<file path="src/rtl/hs_fifo_slice.sv">
// hs_fifo_slice: elastic valid/ready FIFO between a handshake master and slave.
// Define HS_FIFO_LEVEL_EN to expose the registered occupancy on the level port.
module hs_fifo_slice #(
  parameter  int DATA_W = 32,
  parameter  int DEPTH  = 4,
  localparam int AW     = $clog2(DEPTH)
) (
  input  logic              clk,
  input  logic              reset,
  input  logic              s_valid,
  input  logic [DATA_W-1:0] s_data,
  output logic              s_ready,
  output logic              m_valid,
  output logic [DATA_W-1:0] m_data,
  input  logic              m_ready
`ifdef HS_FIFO_LEVEL_EN
  ,
  output logic [AW:0]       level
`endif
);

  localparam logic [AW:0] FULL = (AW+1)'(DEPTH);

  logic [DATA_W-1:0] mem [DEPTH];
  logic [AW-1:0]     wr_ptr;
  logic [AW-1:0]     rd_ptr;
  logic [AW:0]       count;
  logic              push;
  logic              pop;

  // Ready is derived from registered occupancy only, so a full buffer never passes through.
  assign s_ready = reset && (count != FULL);
  assign m_valid = (count != '0);
  assign m_data  = m_valid ? mem[rd_ptr] : '0;

  assign push = s_valid && s_ready;
  assign pop  = m_valid && m_ready;

  always_ff @(posedge clk) begin
    if (!reset) begin
      wr_ptr <= '0;
      rd_ptr <= '0;
      count  <= '0;
    end else begin
      if (push) wr_ptr <= wr_ptr + 1'b1;
      if (pop)  rd_ptr <= rd_ptr + 1'b1;
      if (push && !pop)      count <= count + 1'b1;
      else if (pop && !push) count <= count - 1'b1;
    end
  end

  // Storage carries no reset; an empty buffer masks it from m_data.
  always_ff @(posedge clk) begin
    if (push) mem[wr_ptr] <= s_data;
  end

`ifdef HS_FIFO_LEVEL_EN
  assign level = count;
`endif

endmodule

</file>
<file path="config.mk">
export PLATFORM = sky130hd
export DESIGN_NAME = hs_fifo_slice
export DESIGN_NICKNAME = d
export VERILOG_FILES = /design/src/rtl/hs_fifo_slice.sv
export SDC_FILE = /design/constraint.sdc
export NUM_CORES = 1
export LEC_CHECK = 0
export ABC_AREA = 1
export BUFFER_PORTS_ARGS = -buffer_cell sky130_fd_sc_hd__buf_2
export CORE_MARGIN = 4
export CORE_UTILIZATION = 57
export DETAILED_ROUTE_END_ITERATION = 7
export GPL_TIMING_DRIVEN = 1
export PLACE_DENSITY = 0.8
export SLEW_MARGIN = 20
export SYNTH_ARGS = -nofsm -noshare
export SYNTH_HDL_FRONTEND = slang
export SYNTH_SLANG_ARGS = --single-unit
</file>
<file path="constraint.sdc">
create_clock -name clk -period 3.3 [get_ports clk]
set_input_delay 0.33 -clock clk [delete_from_list [all_inputs] [get_ports clk]]
set_output_delay 0.33 -clock clk [all_outputs]
set_load 0.1 [all_outputs]
</file>
==> metrics.cfg <==
[cells_and_area]
final_cell_mix = 135 x nor2_1, 128 x edfxtp_1, 37 x buf_2
final_nets = 557
layout_commonest_cell = nor2_1
drive_gt1_share_pct = 20.5
n_antenna_cell = 0
areaGrowthSynthToFinish_pct = 28.2

[routing]
drt-initial-drc-count = 330
antenna_left = 0
viasPerCell = 5.60
post_drt_wl_per_cell_um = 18.1
drt-total-wl_mm = 11.9
vias = 3677
drc = 0
firstDrtPassIters = 5

[die]
core_um2 = 9280
ioPinCount = 70
die_area_um2 = 11200
fp-row-count = 35
start_util_pct = 58.8
dieHeight_um = 106
die_w_um = 106

[sta]
fmax_mhz = 319
worstMarginPinSlew_ns = 1.03
finalSetupViolCount = 0
post-route-period-util_pct = 95.1
min_period_ns = 3.14
rsz0062_at_grt = no
slew_headroom_pct = 31.3
fin_skew_ns = 0.00452
final_max_slew_viol_count = 0
finalHoldViolCount = 0
timing.final.ws_setup_ns = 0.161
fin_setup_tns_ns = 0

[global_routing]
grt_pass1_wl_mm = 19.1
use_met1_pct = 27.7
grtUsageTotal_pct = 22.5
grt_pass1_vias = 3902
met2_usage_pct = 37.9
grt_max_degree = 65
grt_util_met3_pct = 6.18
top_usage_layer = met2
antenna_found_initial = 0
grt-ovfl-total = 0

[worst_hold_path]
hold_class = input pin to flop

[worst_setup_path]
crit_chain = buf_6 > clkinvlp_4 > nor2_1 > o21ai_1 > a21oi_1 > buf_12
arrival_ns = 2.81
endpoint_kind = output pin
setup.worst_path.start_class = flop
slowest_delay_ns = 0.63
required_ns = 2.97
critical_path.max_fanout = 33
critical_path.top_delay_family = buffers and inverters
worstSetupPathType = flop to output pin
cp_num_buf_inv = 3
slowest_stage = clkinvlp_4

[placed_design]
place_congestion = 0.771
io_buffers = 69
hpwl_mm = 6.35
place_ws_ns = 0.818

[clocking]
worstSkewPairLatency_ns = 0.51
cts_hold_buf = 0
clk_pin_slew_ns = 0.06
cts_buffers = 17
htreeDepth = 4
cts_tree = done
clockBufferDepth = 2
cts-root-buf = clkbuf_8
cts.sinks = 137

[yosys]
ys_seq_area_share_pct = 73.7
synth_top_area_cell = edfxtp_1
syn_area_um2 = 5460
ys_ff_latch = 137
ys_types = 18
avgSynthCellArea_um2 = 12.2
synth.top_cell.area_share_pct = 70.4
syn_nets = 489
yosys-top-cells-area = edfxtp_1 70%, nor2_1 9.6%, a21oi_1 3.3%, dfxtp_1 3.3%, o21ai_0 3.0%
yosysWarnings = 0
netlist_instances = 447

[run]
maxCapViolations = 0

[run_status]
status = finished clean

stage by stage:
step,hold slack [ns],std cells,instance area (µm²),utilization [%]
floorplan,0.429,447,5460,-
global placement,0.479,625,6340,68.3
detailed placement,0.499,625,6340,68.3
CTS,0.0124,657,6990,75.3
global route,0.00976,657,6990,75.3
finish,0.0308,657,6990,75.3
logic make-up (layout without fill, tap and decap cells):
logic type | Yosys count | after routing | synth area share (%)
buffers and inverters | 41 | 122 | 4.10
AO/OA/AOI/OAI | 101 | 101 | 9.26
AND/OR/NAND/NOR | 161 | 161 | 11.2
flip-flops | 137 | 137 | 73.7
adder cells (fa/ha/maj) | 6 | 6 | 1.51
XOR/XNOR | 1 | 1 | 0.161
Yosys cell counts:
cell,instances
o21ai_0,33
inv_2,1
nand2_1,16
buf_2,5
a21oi_1,36
nor2_1,139
nand4_1,1
buf_6,7
buf_4,3
clkbuf_1,8
edfxtp_1,128
xor2_1,1
fa_1,1
nand3_1,5
inv_1,17
ha_1,5
o21ai_1,32
dfxtp_1,9
layout make-up:
cell class / count / area (µm²)
well taps: 129 / 161
clock inverters: 14 / 226
multi-input cells: 269 / 1240
clock buffers: 18 / 418
fillers: 570 / 2290
flip-flops and latches: 137 / 4030
repair buffers: 72 / 852
inverters: 18 / 71.3
flip-flops by register name, summed over array words and instances (netlist names), named ones only:
name    count
wr_ptr      2
mem       128
rd_ptr      2
count       3
layer usage:
metal  vias to the layer above  wire length (µm)
met5                         -                 0
met4                         0               252
met3                        29               843
met2                       183              6110
met1                      1771              4700
li1                       1694                 -
what timing repair did:
action | 4_1_cts | 5_1_grt
endpoints found under the setup margin | 0 | 32
buffers inserted | 0 | 0
gates resized for setup | 0 | 2
final timing paths:
kind	start	endpoint	slack, ns	depth (start not counted)
setup reg to reg	count[0]	count[1]	0.99	9
hold / removal	s_data[6]	mem[1][6]	0.03	1
setup / recovery	flop	m_data[0]	0.16	6
hold reg to reg	count[1]	count[1]	0.54	2
Power is not shown: default switching activity piles up to over one toggle a cycle in this logic, so the estimate is an artifact.
